==> src/rtl/enigma_pkg.sv <==
// Shared types and constants for the enigma receive path.
package enigma_pkg;

    localparam int SYMB_W = 7;

    typedef logic signed [SYMB_W-1:0] symb_t;

    typedef enum logic [1:0] {
        IDLE  = 2'd0,
        RECV  = 2'd1,
        DRAIN = 2'd2
    } rx_state_t;

    // One buffered entry: the symbol plus a flag marking the final symbol of a message
    typedef struct packed {
        logic  last;
        symb_t symb;
    } rx_entry_t;

endpackage

==> src/rtl/enigma_sym_fifo.sv <==
// Synchronous FIFO for tagged coded symbols. Pointers carry one extra wrap bit
// so full and empty are told apart without a separate occupancy counter.
module enigma_sym_fifo
    import enigma_pkg::*;
#(
    parameter int DEPTH = 32
) (
    input  logic            clk_i,
    input  logic            rst_i,
    input  logic            push_i,
    input  logic            pop_i,
    input  logic [SYMB_W:0] din_i,
    output logic            full_o,
    output logic            empty_o,
    output logic [SYMB_W:0] head_o
);

    localparam int AW = $clog2(DEPTH);
    localparam logic [AW:0] PTR_ONE = 1;

    logic [AW:0]     wr_ptr;
    logic [AW:0]     rd_ptr;
    logic [SYMB_W:0] mem [DEPTH];

    // Pointer advance; a push into a full FIFO is only requested alongside a pop
    always_ff @(posedge clk_i or posedge rst_i) begin
        if (rst_i) begin
            wr_ptr <= '0;
            rd_ptr <= '0;
        end else begin
            if (push_i) begin
                wr_ptr <= wr_ptr + PTR_ONE;
            end
            if (pop_i) begin
                rd_ptr <= rd_ptr + PTR_ONE;
            end
        end
    end

    // Storage write; contents need no reset because empty gates the head downstream
    always_ff @(posedge clk_i) begin
        if (push_i) begin
            mem[wr_ptr[AW-1:0]] <= din_i;
        end
    end

    assign empty_o = (wr_ptr == rd_ptr);
    assign full_o  = (wr_ptr[AW] != rd_ptr[AW]) && (wr_ptr[AW-1:0] == rd_ptr[AW-1:0]);
    assign head_o  = mem[rd_ptr[AW-1:0]];

endmodule

==> src/rtl/enigma_rx.sv <==
// Receive-side collector: counts the coded symbols of one message, buffers
// them, presents them over valid/ready, tags the last one and flags drops.
module enigma_rx
    import enigma_pkg::*;
#(
    parameter int DEPTH = 32
) (
    input  logic                     clk_i,
    input  logic                     rst_i,
    input  logic                     msg_start_i,
    input  logic [7:0]               symb_numb_i,
    input  logic                     symb_val_i,
    input  logic signed [SYMB_W-1:0] symbol_i,
    input  logic                     rd_rdy_i,
    output logic                     rd_val_o,
    output logic signed [SYMB_W-1:0] rd_symb_o,
    output logic                     rd_last_o,
    output logic                     busy_o,
    output logic                     msg_done_o,
    output logic                     ovf_o
);

    rx_state_t state;
    logic [7:0] exp_cnt;
    logic [7:0] rcv_cnt;
    logic       ovf;
    logic       done;

    logic       fifo_full;
    logic       fifo_empty;
    rx_entry_t  fifo_din;
    rx_entry_t  fifo_head;

    logic       beat;
    logic       beat_is_last;
    logic       pop;
    logic       push;
    logic       drop;

    assign beat         = (state == RECV) && symb_val_i;
    assign beat_is_last = ((rcv_cnt + 8'd1) == exp_cnt);
    assign pop          = !fifo_empty && rd_rdy_i;
    assign push         = beat && (!fifo_full || pop);
    assign drop         = beat && fifo_full && !pop;

    assign fifo_din.last = beat_is_last;
    assign fifo_din.symb = symbol_i;

    enigma_sym_fifo #(
        .DEPTH (DEPTH)
    ) u_fifo (
        .clk_i   (clk_i),
        .rst_i   (rst_i),
        .push_i  (push),
        .pop_i   (pop),
        .din_i   (fifo_din),
        .full_o  (fifo_full),
        .empty_o (fifo_empty),
        .head_o  (fifo_head)
    );

    // Message FSM: arm on start, count beats, then wait for the buffer to drain.
    // DRAIN holds one extra cycle so the completion pulse is seen while still busy.
    always_ff @(posedge clk_i or posedge rst_i) begin
        if (rst_i) begin
            state   <= IDLE;
            exp_cnt <= '0;
            rcv_cnt <= '0;
            ovf     <= 1'b0;
            done    <= 1'b0;
        end else begin
            done <= 1'b0;
            case (state)
                IDLE: begin
                    if (msg_start_i) begin
                        exp_cnt <= symb_numb_i;
                        rcv_cnt <= '0;
                        ovf     <= 1'b0;
                        state   <= (symb_numb_i == 8'd0) ? DRAIN : RECV;
                    end
                end
                RECV: begin
                    if (symb_val_i) begin
                        rcv_cnt <= rcv_cnt + 8'd1;
                        if (drop) begin
                            ovf <= 1'b1;
                        end
                        if (beat_is_last) begin
                            state <= DRAIN;
                        end
                    end
                end
                DRAIN: begin
                    if (done) begin
                        state <= IDLE;
                    end else if (fifo_empty) begin
                        done <= 1'b1;
                    end
                end
                default: begin
                    state <= IDLE;
                end
            endcase
        end
    end

    assign rd_val_o   = !fifo_empty;
    assign rd_symb_o  = fifo_empty ? '0 : fifo_head.symb;
    assign rd_last_o  = !fifo_empty && fifo_head.last;
    assign busy_o     = (state != IDLE);
    assign msg_done_o = done;
    assign ovf_o      = ovf;

endmodule
==> config.mk <==
export PLATFORM = sky130hd
export DESIGN_NAME = enigma_rx
export DESIGN_NICKNAME = d
export VERILOG_FILES = /design/src/rtl/enigma_pkg.sv /design/src/rtl/enigma_sym_fifo.sv /design/src/rtl/enigma_rx.sv
export SDC_FILE = /design/constraint.sdc
export NUM_CORES = 1
export LEC_CHECK = 0
export ABC_CLOCK_PERIOD_IN_PS = 3050
export CAP_MARGIN = 10
export CORE_MARGIN = 2
export CORE_UTILIZATION = 50
export CTS_CLUSTER_DIAMETER = 200
export DETAILED_ROUTE_END_ITERATION = 7
export PLACE_DENSITY_LB_ADDON = 0.05
export RECOVER_POWER = 100
export SKIP_CTS_REPAIR_TIMING = 1
export SYNTH_ARGS = -nofsm -noshare
export SYNTH_HDL_FRONTEND = slang
export SYNTH_SLANG_ARGS = --single-unit
==> constraint.sdc <==
create_clock -name clk_i -period 3.05 [get_ports clk_i]
set_input_delay 0.305 -clock clk_i [delete_from_list [all_inputs] [get_ports clk_i]]
set_output_delay 0.305 -clock clk_i [all_outputs]
set_load 0.01 [all_outputs]
== After elaboration in Yosys (flattened, before gate mapping) ==
Memory sizes are Yosys's and may differ from the RTL's.
Cells that the tools add are included.

* Output and inout port bits: 12
* Memories kept: 1
* Input port bits: 20
* Register bits: 32
* RAM bits: 256

{| class="wikitable"
|+ Memory list
! memory !! depth !! bits a word !! read ports !! clocked after memory_dff !! write ports !! line !! source
|-
| u_fifo.mem || 32 || 8 || 1 || 0 || 1 || enigma_sym_fifo.sv:23 || <nowiki>logic [SYMB_W:0] mem [DEPTH];</nowiki>
|}

* $add $sub $neg: 3
* Reduce and logical (&&, ||, !) cells: 19
* Equal/unequal tests: 11
* Mux-type cells: 19

{| class="wikitable"
|+ Operators by type and width
! operator !! number
|-
| $mux 8 || 2
|-
| $pmux 8 s2 || 1
|-
| $add 6x1->6 const B || 2
|-
| $mux 2 || 5
|-
| $ne 2x2->1 const B || 5
|-
| $add 8x1->8 const B || 1
|-
| $eq 8x8->1 || 1
|-
| $logic_not 8->1 || 1
|-
| $mux 1 || 8
|-
| $reduce_and 4->1 || 2
|-
| $logic_and 1x1->1 || 7
|-
| $mux 7 || 1
|-
| $eq 6x6->1 || 1
|-
| $pmux 2 s3 || 1
|-
| $eq 5x5->1 || 1
|-
| $reduce_bool 2->1 || 2
|-
| $logic_not 1->1 || 3
|-
| $reduce_and 3->1 || 1
|-
| $eq 2x1->1 const B || 1
|-
| $eq 2x2->1 const B || 1
|-
| $logic_not 2->1 || 1
|-
| $pmux 1 s2 || 1
|-
| $reduce_and 2->1 || 1
|-
| $logic_or 1x1->1 || 1
|-
| $ne 1x1->1 || 1
|}

== Longest topological paths before layout ==
* Word-level depth: 8
* Mapped depth: 7
* Mapped depth without buffers: 6

== Modules after synthesis ==
A second synthesis with hierarchy kept.

* Cells, all modules: 586
* Area, all modules: 11649.9 µm²

{| class="wikitable"
|+ Modules (own cells, without submodules)
! module !! times used !! cells an instance !! seq. area each (µm²) !! area each (µm²)
|-
| enigma_sym_fifo || 1 || 468 || 7987.7 || 10503.8
|-
| enigma_rx || 1 || 118 || 500.5 || 1146.1
|}

== Worst setup path after synthesis ==
OpenSTA, ideal clock, no wires.

* Path kind: flip-flop to flip-flop
* Start: register rcv_cnt[0]
* End: memory u_fifo.mem[0][7] in the netlist's numbering, data pin
* Required time: 2.633 ns
* Arrival time: 2.281 ns
* Cell stages (with the launch flop): 6
* Clock period less this slack: 2.698 ns
* Slack: 0.352 ns
* Path buffers: 0
* Cells stage by stage: dfrtp_1 -> ha_1 -> nand3_1 -> o21ai_0 -> o2111ai_1 -> nor4_2

* Word-level cells in the longest chain between the ends: 2

{| class="wikitable"
|+ Ends and longest elaborated chain
! what !! line !! source
|-
| start, declared || enigma_rx.sv:25 || <nowiki>logic [7:0] rcv_cnt;</nowiki>
|-
| start signal, assigned || enigma_rx.sv:84 || <nowiki>rcv_cnt <= rcv_cnt + 8'd1;</nowiki>
|-
| $add 8x1->8 || enigma_rx.sv:41 || <nowiki>assign beat_is_last = ((rcv_cnt + 8'd1) == exp_cnt);</nowiki>
|-
| $eq 8x8->1 || enigma_rx.sv:41 ||
|-
| via beat_is_last || enigma_rx.sv:35 || <nowiki>logic beat_is_last;</nowiki>
|-
| end, declared || enigma_sym_fifo.sv:23 ||
|}

The timed path passes the listed nets, and every way through them passes these cells.

== Worst setup path after layout ==
* Start: register u_fifo.rd_ptr[1]
* End: output rd_last_o

* Word-level cells in the longest chain between the ends: 3

{| class="wikitable"
|+ Ends and longest elaborated chain
! what !! line !! source
|-
| start, declared || enigma_sym_fifo.sv:22 || <nowiki>logic [AW:0] rd_ptr;</nowiki>
|-
| start signal, assigned || enigma_sym_fifo.sv:35 || <nowiki>rd_ptr <= rd_ptr + PTR_ONE;</nowiki>
|-
| parallel branches: the longest is 2 deep, another holds $mem_v2 32x8 || -- ||
|-
| $logic_and 1x1->1 (*) || enigma_rx.sv:109 || <nowiki>assign rd_last_o = !fifo_empty && fifo_head.last;</nowiki>
|-
| end, declared || enigma_rx.sv:17 || <nowiki>output logic rd_last_o,</nowiki>
|}

Mark *: on every way between the ends.

==> qor.yml <==
holdCritPathClass: "in -> async"
vias_per_cell: 5.72
p_per_area_mw_per_mm2: 958
r2r_cells: 8
startpoint: "u_fifo.rd_ptr[1]$_DFFE_PP0P_"
antenna_found_initial: 0
synth_seq_area_share_pct: 71.9
finalSetupViolCount: 0
portBuffers: 31
rsz0062_at_grt: "no"
vias: 6078
tns_ns: 0
start_kind: "flip-flop"
period_minus_slack_ns: 2.97
grt.total_usage_pct: 20.8
ir_drop_uv: 544
path_class: "reg -> out"
violations: "max-capacitance violations, max-slew violations"
crit_end: "rd_last_o"
leakagePower_nw: 4.56
finalClockSkew_ns: 0.00790
worstMarginPinSlew_ns: 1.64
die_h_um: 158
slew-limit-headroom_pct: -9.29
ys_top_cells_by_area: "edfxtp_1 65%, mux4_2 12%, dfrtp_1 6.8%"
fin_crit_sh_pct: 97.3
grt_max_degree: 35
initial_core_util_pct: 50.6
r2r-start: "u_fifo.rd_ptr[0]$_DFFE_PP0P_"
num_rows: 56
cp_data_required_time_ns: 2.74
finalMaxSlewViolations: 98
clk_latency_ns: 0.56
clk_pin_slew_ns: 0.06
die_w_um: 158
antenna_left: 0
synth.top_cell.area_share_pct: 65.1
outcome: "complete, but fails checks"
drv_cap: 3
whs_ns: 0.242
synth_edf_count: 256
clock_path_buffers: 3
fmax_ghz: 0.337
grt_pass1_wl_mm: 37.9
synth_common_cells: "256 x edfxtp_1, 64 x mux4_2, 43 x nor2_1, 32 x dfrtp_1, 24 x mux2_2"
ff2ff_setup_slack_ns: 0.24
finalHoldViolations: 0
antenna_cells: 0
fin_nets: 747
drtIter0Drc: 480
syn2layout_area_growth_pct: 17.4
clock-sinks: 288
worstPathMaxFanout: 12
wl_per_cell_um: 23.4
synth.distinct_cells: 54
timing.rr.end: "u_fifo.mem[0][4]$_DFFE_PP_"
dp_hpwl_mm: 16.0
synth_area_per_cell_sq_um: 18.9
ys_warn_count: 0
die_area_sq_mm: 0.0249
critPathArrivalTime_ns: 2.66
drcViolationCount: 0
yosys.area.top_type: "edfxtp_1"
clockRootBuffer: "clkbuf_16"
core_sq_mm: 0.0233
cts_buffers: 30
netlist_area_sq_mm: 0.0118
yosysMostFrequentCell: "edfxtp_1"
firstDrtPassIters: 4
synth_cells: 624
cts_tree: "built"
synth_async_sr_flop_share_pct: 11.1
grt_pass1_vias: 6244
ios: 32
drive_above_1_share_pct: 24.6
htreeDepth: 1
synthFlopType: "edfxtp_1"
gp_congestion: 0.796
syn-num-nets: 650
gr-total-overflow: 0
wirelength_mm: 24.9
end_kind: "output port"
ys_ff_latch: 288
-- layout make-up --
class | count | area (sq um)
fill | 1765 | 9470
sequential | 288 | 8500
multi-input combinational | 296 | 3140
clock buffer | 34 | 766
timing repair buffer | 97 | 694
tap | 319 | 399
clock inverter | 21 | 332
inverter | 8 | 30.0
-- layer usage --
metal	vias up	GRT usage, %	share of wire (%)
met5	-	0	0
met4	0	4.76	1.6
met3	27	3.42	4.0
met2	126	33.3	49
met1	3221	30.3	45
li1	2704	-	-
-- cell usage in the layout, fill, tap and decap left out, types with 8 or more instances in the layout --
| cell | instances |
|---|---|
| xor2_1 | 9 |
| buf_4 | 13 |
| nor2_1 | 43 |
| o21ai_1 | 14 |
| edfxtp_1 | 256 |
| clkdlybuf4s50_1 | 12 |
| o21ai_0 | 12 |
| clkinv_2 | 8 |
| dlygate4sd3_1 | 11 |
| mux4_2 | 64 |
| clkbuf_1 | 52 |
| mux2i_1 | 11 |
| inv_1 | 8 |
| xnor2_1 | 14 |
| nand2_1 | 21 |
| clkbuf_16 | 30 |
| mux2_2 | 24 |
| dfrtp_1 | 29 |
| bufinv_16 | 8 |
-- how the worst min path moves through the flow --
stage	end	startpoint	slack [ns]	depth (start not counted)
after floorplan	u_fifo.mem[0][0]$_DFFE_PP_	symbol_i[0]	0.40	0
after global placement	u_fifo.wr_ptr[5]$_DFFE_PP0P_	u_fifo.wr_ptr[5]$_DFFE_PP0P_	0.48	1
after detailed placement	state[0]$_DFFE_PP0P_	state[1]$_DFFE_PP0P_	0.49	1
after CTS	u_fifo.wr_ptr[4]$_DFFE_PP0P_	rst_i	0.10	2
after global routing	u_fifo.wr_ptr[0]$_DFFE_PP0P_	rst_i	0.29	2
final	u_fifo.wr_ptr[4]$_DFFE_PP0P_	rst_i	0.24	2
-- critical path, stage by stage, from the launching register on --
cell and delay (ns):
dfrtp_4 0.52, buf_8 0.20, mux4_2 0.52, mux2_2 0.29
o21ai_1 0.20, a221oi_1 0.15, dlymetal6s2s_1 0.23
-- flip-flops by register name, summed over array words and instances (netlist names) --
register / cells
state: 2
rcv_cnt: 8
exp_cnt: 8
ovf_o: 1
u_fifo.wr_ptr: 6
msg_done_o: 1
u_fifo.mem: 256
u_fifo.rd_ptr: 6
-- power breakdown --
| part | switching (W) | internal, W |
|---|---|---|
| Combinational | 0.00225 | 0.00204 |
| Clock | 0.00150 | 0.00249 |
| Sequential | 0.000288 | 0.00472 |
-- per-stage QoR --
stage | setup WS [ns] | util, % | instance area (sq um) | std cells | total power, W
floorplan | 0.352 | - | 11800 | 624 | 0.00784
global placement | 0.149 | 55.0 | 12800 | 1006 | 0.00930
detailed placement | 0.122 | 55.0 | 12800 | 1006 | 0.00936
CTS | -0.480 | 59.7 | 13900 | 1061 | 0.0134
global route | 0.00300 | 59.4 | 13900 | 1063 | 0.0139
finish | 0.0831 | 59.4 | 13900 | 1063 | 0.0133
-- logic make-up (layout without fill, tap and decap cells) --
family                   count (synthesis)  count (layout)  synth area share, %
AND/OR/NAND/NOR                        107             107                 4.55
flip-flops                             288             288                 71.9
multiplexers                           104             104                 15.9
adder cells (fa/ha/maj)                  6               6                0.636
XOR/XNOR                                23              23                 1.71
AO/OA/AOI/OAI                           56              56                 3.19
buffers and inverters                   40             160                 2.19
No activity file was read; power rests on OpenSTA's default activity.
